[src/rtl/song_playback_ctrl_pkg.sv]
// Shared types and defaults for the song playback sequencer.
// State encodings are visible on the debug port, so their values are fixed.
package song_playback_ctrl_pkg;

    typedef enum logic [2:0] {
        ST_IDLE  = 3'd0,
        ST_LOAD  = 3'd1,
        ST_PLAY  = 3'd2,
        ST_PAUSE = 3'd3,
        ST_DONE  = 3'd4
    } state_t;

    localparam int TICK_W = 20;
    localparam logic [TICK_W-1:0] TICK_CYCLES_DEF = 20'd1000000;

    // The progression timer runs while a note is being fetched or sounded.
    function automatic logic is_run_state(input state_t s);
        return (s == ST_LOAD) || (s == ST_PLAY);
    endfunction

endpackage

[src/rtl/song_playback_ctrl_tick_divider.sv]
// Duration-tick divider: counts 0..TICK_CYCLES-1 while enabled and flags the wrap cycle.
// Clear wins over enable; a disabled counter holds its value.
module song_playback_ctrl_tick_divider
    import song_playback_ctrl_pkg::*;
#(
    parameter logic [TICK_W-1:0] TICK_CYCLES = TICK_CYCLES_DEF
) (
    input  logic i_clk,
    input  logic i_rst_n,
    input  logic i_en,
    input  logic i_clr,
    output logic o_wrap
);

    logic [TICK_W-1:0] r_cnt;
    logic              w_at_top;

    assign w_at_top = (r_cnt == TICK_CYCLES - 1'b1);
    assign o_wrap   = i_en & w_at_top;

    always_ff @(posedge i_clk or negedge i_rst_n) begin
        if (!i_rst_n) begin
            r_cnt <= '0;
        end else if (i_clr) begin
            r_cnt <= '0;
        end else if (i_en) begin
            r_cnt <= w_at_top ? '0 : r_cnt + 1'b1;
        end
    end

endmodule

[src/rtl/song_playback_ctrl.sv]
// Song playback sequencer: walks the note ROM, times each note in duration ticks
// and drives play / reset_player / song_done for the progression timer.
module song_playback_ctrl
    import song_playback_ctrl_pkg::*;
#(
    parameter int                    ADDR_WIDTH  = 7,
    parameter logic [ADDR_WIDTH-1:0] SONG_LEN    = 7'd100,
    parameter int                    DUR_WIDTH   = 6,
    parameter logic [TICK_W-1:0]     TICK_CYCLES = TICK_CYCLES_DEF
) (
    input  logic                  clk,
    input  logic                  rst,
    input  logic                  play_pause_btn,
    input  logic                  restart_btn,
    input  logic [DUR_WIDTH-1:0]  note_duration,
    output logic [ADDR_WIDTH-1:0] note_addr,
    output logic                  new_note,
    output logic                  play,
    output logic                  reset_player,
    output logic                  song_done,
    output logic [2:0]            state
);

    localparam logic [ADDR_WIDTH-1:0] LAST_ADDR = SONG_LEN - 1'b1;
    localparam logic [DUR_WIDTH-1:0]  DUR_ONE   = DUR_WIDTH'(1);

    state_t                r_state, w_state_nxt;
    logic [ADDR_WIDTH-1:0] r_note_addr, w_addr_nxt;
    logic [DUR_WIDTH-1:0]  r_dur_left, w_dur_nxt;
    logic                  r_new_note, w_new_note_nxt;
    logic                  r_reset_player, w_reset_player_nxt;
    logic                  r_song_done, w_song_done_nxt;
    logic                  r_play;
    logic                  w_tick_en, w_tick_clr, w_wrap;

    // A pause press freezes the tick count in that cycle so a coincident wrap is deferred, not lost.
    assign w_tick_en  = (r_state == ST_PLAY) & ~play_pause_btn;
    assign w_tick_clr = restart_btn | (r_state == ST_LOAD);

    song_playback_ctrl_tick_divider #(
        .TICK_CYCLES(TICK_CYCLES)
    ) u_tick_div (
        .i_clk  (clk),
        .i_rst_n(rst),
        .i_en   (w_tick_en),
        .i_clr  (w_tick_clr),
        .o_wrap (w_wrap)
    );

    always_comb begin
        w_state_nxt        = r_state;
        w_addr_nxt         = r_note_addr;
        w_dur_nxt          = r_dur_left;
        w_new_note_nxt     = 1'b0;
        w_reset_player_nxt = 1'b0;
        w_song_done_nxt    = 1'b0;

        if (restart_btn) begin
            w_state_nxt        = ST_IDLE;
            w_addr_nxt         = '0;
            w_dur_nxt          = '0;
            w_reset_player_nxt = 1'b1;
        end else begin
            unique case (r_state)
                ST_IDLE: begin
                    if (play_pause_btn) w_state_nxt = ST_LOAD;
                end
                ST_LOAD: begin
                    // A zero duration marks the end of the song.
                    if (note_duration == '0) begin
                        w_state_nxt     = ST_DONE;
                        w_song_done_nxt = 1'b1;
                    end else begin
                        w_dur_nxt      = note_duration;
                        w_new_note_nxt = 1'b1;
                        w_state_nxt    = ST_PLAY;
                    end
                end
                ST_PLAY: begin
                    if (play_pause_btn) begin
                        w_state_nxt = ST_PAUSE;
                    end else if (w_wrap) begin
                        if (r_dur_left == DUR_ONE) begin
                            if (r_note_addr == LAST_ADDR) begin
                                w_state_nxt     = ST_DONE;
                                w_song_done_nxt = 1'b1;
                            end else begin
                                w_addr_nxt  = r_note_addr + 1'b1;
                                w_state_nxt = ST_LOAD;
                            end
                        end else begin
                            w_dur_nxt = r_dur_left - 1'b1;
                        end
                    end
                end
                ST_PAUSE: begin
                    if (play_pause_btn) w_state_nxt = ST_PLAY;
                end
                ST_DONE: begin
                    if (play_pause_btn) begin
                        w_reset_player_nxt = 1'b1;
                        w_addr_nxt         = '0;
                        w_state_nxt        = ST_LOAD;
                    end
                end
                default: w_state_nxt = ST_IDLE;
            endcase
        end
    end

    always_ff @(posedge clk or negedge rst) begin
        if (!rst) begin
            r_state        <= ST_IDLE;
            r_note_addr    <= '0;
            r_dur_left     <= '0;
            r_new_note     <= 1'b0;
            r_reset_player <= 1'b0;
            r_song_done    <= 1'b0;
            r_play         <= 1'b0;
        end else begin
            r_state        <= w_state_nxt;
            r_note_addr    <= w_addr_nxt;
            r_dur_left     <= w_dur_nxt;
            r_new_note     <= w_new_note_nxt;
            r_reset_player <= w_reset_player_nxt;
            r_song_done    <= w_song_done_nxt;
            r_play         <= is_run_state(w_state_nxt);
        end
    end

    assign note_addr    = r_note_addr;
    assign new_note     = r_new_note;
    assign play         = r_play;
    assign reset_player = r_reset_player;
    assign song_done    = r_song_done;
    assign state        = r_state;

endmodule

[config.mk]
export PLATFORM = sky130hd
export DESIGN_NAME = song_playback_ctrl
export DESIGN_NICKNAME = d
export VERILOG_FILES = /design/src/rtl/song_playback_ctrl_pkg.sv /design/src/rtl/song_playback_ctrl_tick_divider.sv /design/src/rtl/song_playback_ctrl.sv
export SDC_FILE = /design/constraint.sdc
export NUM_CORES = 1
export LEC_CHECK = 0
export ABC_AREA = 1
export CAP_MARGIN = 25
export CORE_UTILIZATION = 53
export DETAILED_ROUTE_END_ITERATION = 16
export DONT_BUFFER_PORTS = 1
export HOLD_SLACK_MARGIN = 0.08
export PLACE_DENSITY = 0.68
export SYNTH_ARGS = -nofsm -noshare
export SYNTH_HDL_FRONTEND = slang
export SYNTH_SLANG_ARGS = --single-unit
[constraint.sdc]
create_clock -name clk -period 3.25 [get_ports clk]
set_input_delay 0.65 -clock clk [delete_from_list [all_inputs] [get_ports clk]]
set_output_delay 0.65 -clock clk [all_outputs]
set_load 0.05 [all_outputs]
==> reports/results.txt <==
status -> complete, no violations
GRT Overall Usage -> 22.3%
Tmin final -> 2.16 ns
row count -> 25
main combinational cell family by area after synthesis -> simple AND/OR/NAND/NOR gates
Leakage -> 1.30 nW
Worst Tran Pin Value -> 0.593 ns
Slew HR -> 60.5%
maximum fanout along the worst path -> 15
antenna viol nets, final -> 0
# resized after CTS -> 0
Final HPWL DP -> 3880 µm
share of power burned in registers -> 49.7%
Synth area leader -> dfrtp_1
TritonCTS clock tree -> yes
CP endpoint kind -> flip-flop
max_cap viols -> 0
DR pass1 iterations -> 4
io pins -> 24
Synth top area share -> 38.7%
CP most frequent cell -> nand2_1
CTS Buf Count -> 5
Avg Cell Area, Syn -> 7.63 µm²
Setup CP Type -> flip-flop to flip-flop
Post-CTS Hold Buffers -> 1
WL final -> 5300 µm
CP delay by family, top -> simple AND/OR/NAND/NOR gates
Final Setup Violations -> 0
Int Pwr -> 0.833 mW
count of cell types in the netlist -> 34
Critical Path AT -> 2.39 ns
setup TNS -> 0 ns
Initial Util -> 54.8%
Simple-Gate Fraction of Synth Area -> 34.8%
# port buffers -> 0
dominant cells by area after synthesis -> dfrtp_1 (39%), nand2_1 (12%), nor2_1 (5.4%)
RD Place Congestion -> 0.857
clk sinks -> 40
mux share of post-synthesis cell area -> 0.387%
initial antenna violation count -> 0
post-synthesis adder-cell area fraction -> 1.93%
clk_skew -> 0.00646 ns
via/cell ratio -> 5.10
synthesized area -> 2590 µm²
final worst-path cycle share -> 66.4%
number of remaining DRC errors -> 0
DRT iter0 DRCs -> 136
max incr delay on CP -> 0.71 ns
Fin. Hold Viols -> 0
DR WL/cell -> 12.9 µm
post-CTS repair timing setup buffer count -> 0
Critical Path RT -> 3.48 ns
Synth Area in XOR/XNOR -> 3.72%
Compound-Gate Fraction of Synth Area -> 12.3%
P_sw -> 0.407 mW
startpoint type of the worst setup path -> flip-flop
CTS max path bufs -> 2
gr ovfl total -> 0
Mapped Cells -> 339
sequential fraction of the synthesis area -> 38.7%
crit path cell chain -> ha_1 -> nand2_1 -> nor3_1 -> o21ai_0 -> nand2_1 -> inv_2 -> nand2_2 -> nand2_1 -> o21ai_2
Core Region -> 4720 µm²
H-tree levels -> 2
post-synth net total -> 353
DR vias -> 2101
die area -> 5170 µm²
VDD IR-drop max -> 297 µV
nets@finish -> 358
Worst-path clk slew -> 0.08 ns
Final Slew Violations -> 0
Seq cells post-synth -> 40
Root Buffer -> clkbuf_8
Slowest-stage cell, CP -> dfrtp_1
largest net degree at the start of global routing -> 41
Comb pwr share -> 17.6%
worst skew pair latency -> 0.30 ns
ant diodes -> 0
first-pass GRT wire length -> 8850 µm
RSZ-0062 raised after global routing -> false
hold crit path type -> input port to asynchronous set/reset pin
Max Clock Freq -> 463 MHz
DIE HEIGHT -> 71.9 µm
CP bufs+invs -> 1
Layout area overhead -> 6.87%
Die Width -> 71.9 µm
Switching Share -> 32.8%
layout cells sized above 1 -> 17.1%
Cell Pwr Density -> 448 nW/µm²
yosys warns -> 0
Final Util -> 58.5%
Clk pwr share -> 32.8%
number of global-route vias before repair -> 1966
sequential cells by signal, summed over array words and instances (netlist names):
signal,cells
u_tick_div.r_cnt,20
note_addr,7
r_dur_left,6
state,3
new_note,1
play,1
reset_player,1
song_done,1
final timing paths:
check,startpoint,to,slack [ns],depth (start not counted)
worst max register to register,note_addr[0],note_addr[2],1.09,9
worst max-delay path,note_addr[0],note_addr[2],1.09,9
min in group clk,restart_btn,song_done,0.42,1
max in group asynchronous,rst,r_dur_left[3],2.86,1
worst min register to register,r_dur_left[4],r_dur_left[4],0.48,2
worst min-delay path,rst,u_tick_div.r_cnt[3],0.17,1
layout by cell type, fill, tap and decap left out, drive strengths merged:
master	n
nand2	90
nor2	49
inv	47
dfrtp	40
o21ai	25
nand3	16
nor3	15
a21oi	11
nand4	10
xor2	10
clkbuf	6
a22oi	5
o31ai	4
ha	4
nor3b	2
and2	1
or2	1
o21bai	1
nand3b	1
xnor2	1
a31oi	1
o41ai	1
mux2i	1
bufinv	1
clkinv	1
buf	1
per-layer routing:
| metal | part of all wire (%) | up-vias | global-route usage (%) |
|---|---|---|---|
| met2 | 48 | 34 | 37.0 |
| met3 | 4.0 | 4 | 5.91 |
| met5 | 0 | - | 0 |
| li1 | - | 1105 | - |
| met4 | 0.76 | 0 | 6.54 |
| met1 | 47 | 958 | 28.7 |
power groups by stage:
stage          logic [mW]  registers [mW]  clock network, mW
2_1_floorplan       0.184           0.617                  0
3_3_place_gp        0.203           0.625                  0
3_5_place_dp        0.207           0.624                  0
4_1_cts             0.221           0.616              0.420
5_1_grt             0.251           0.620              0.436
6_report            0.218           0.616              0.406
through the flow:
stage / power (mW) / cells / hold WS (ns) / instance area (µm²) / setup slack, ns
after CTS: 1.26 / 412 / 0.184 / 2770 / 1.09
final: 1.24 / 412 / 0.175 / 2770 / 1.09
after floorplan: 0.802 / 339 / 0.354 / 2590 / 1.39
after global routing: 1.31 / 412 / 0.184 / 2770 / 0.950
after detailed placement: 0.832 / 403 / 0.356 / 2640 / 1.17
after global placement: 0.827 / 403 / 0.356 / 2640 / 1.21
final cells by class:
class,count,area [µm²]
clock buffer,6,72.6
clock inverter,2,35.0
fill,445,1960
inverter,47,176
multi-input combinational,249,1380
sequential,40,1000
tap,67,83.8
timing repair buffer,1,20.0
worst reg2reg max path: stages (launching register included):
cell,delay (ns)
dfrtp_1,0.71
ha_1,0.30
nand2_1,0.08
nor3_1,0.26
o21ai_0,0.15
nand2_1,0.10
inv_2,0.03
nand2_2,0.27
nand2_1,0.13
o21ai_2,0.08
synth_stat cells (all sizes together):
cell type	number
buf	3
a31oi	1
a21oi	11
dfrtp	40
nor2	49
ha	4
o21ai	25
xnor2	1
nand3b	1
nand2	90
nand3	16
mux2i	1
nand4	10
o21bai	1
a22oi	5
o31ai	4
inv	47
and2	1
xor2	10
o41ai	1
nor3b	2
or2	1
nor3	15
kinds of logic after synthesis:
family | count (synthesis)
mux | 1
fa+ha+maj | 4
buf+inv | 50
flops | 40
simple gates | 185
compound gates | 48
xor+xnor | 11
(Power assumes the default switching activity.)
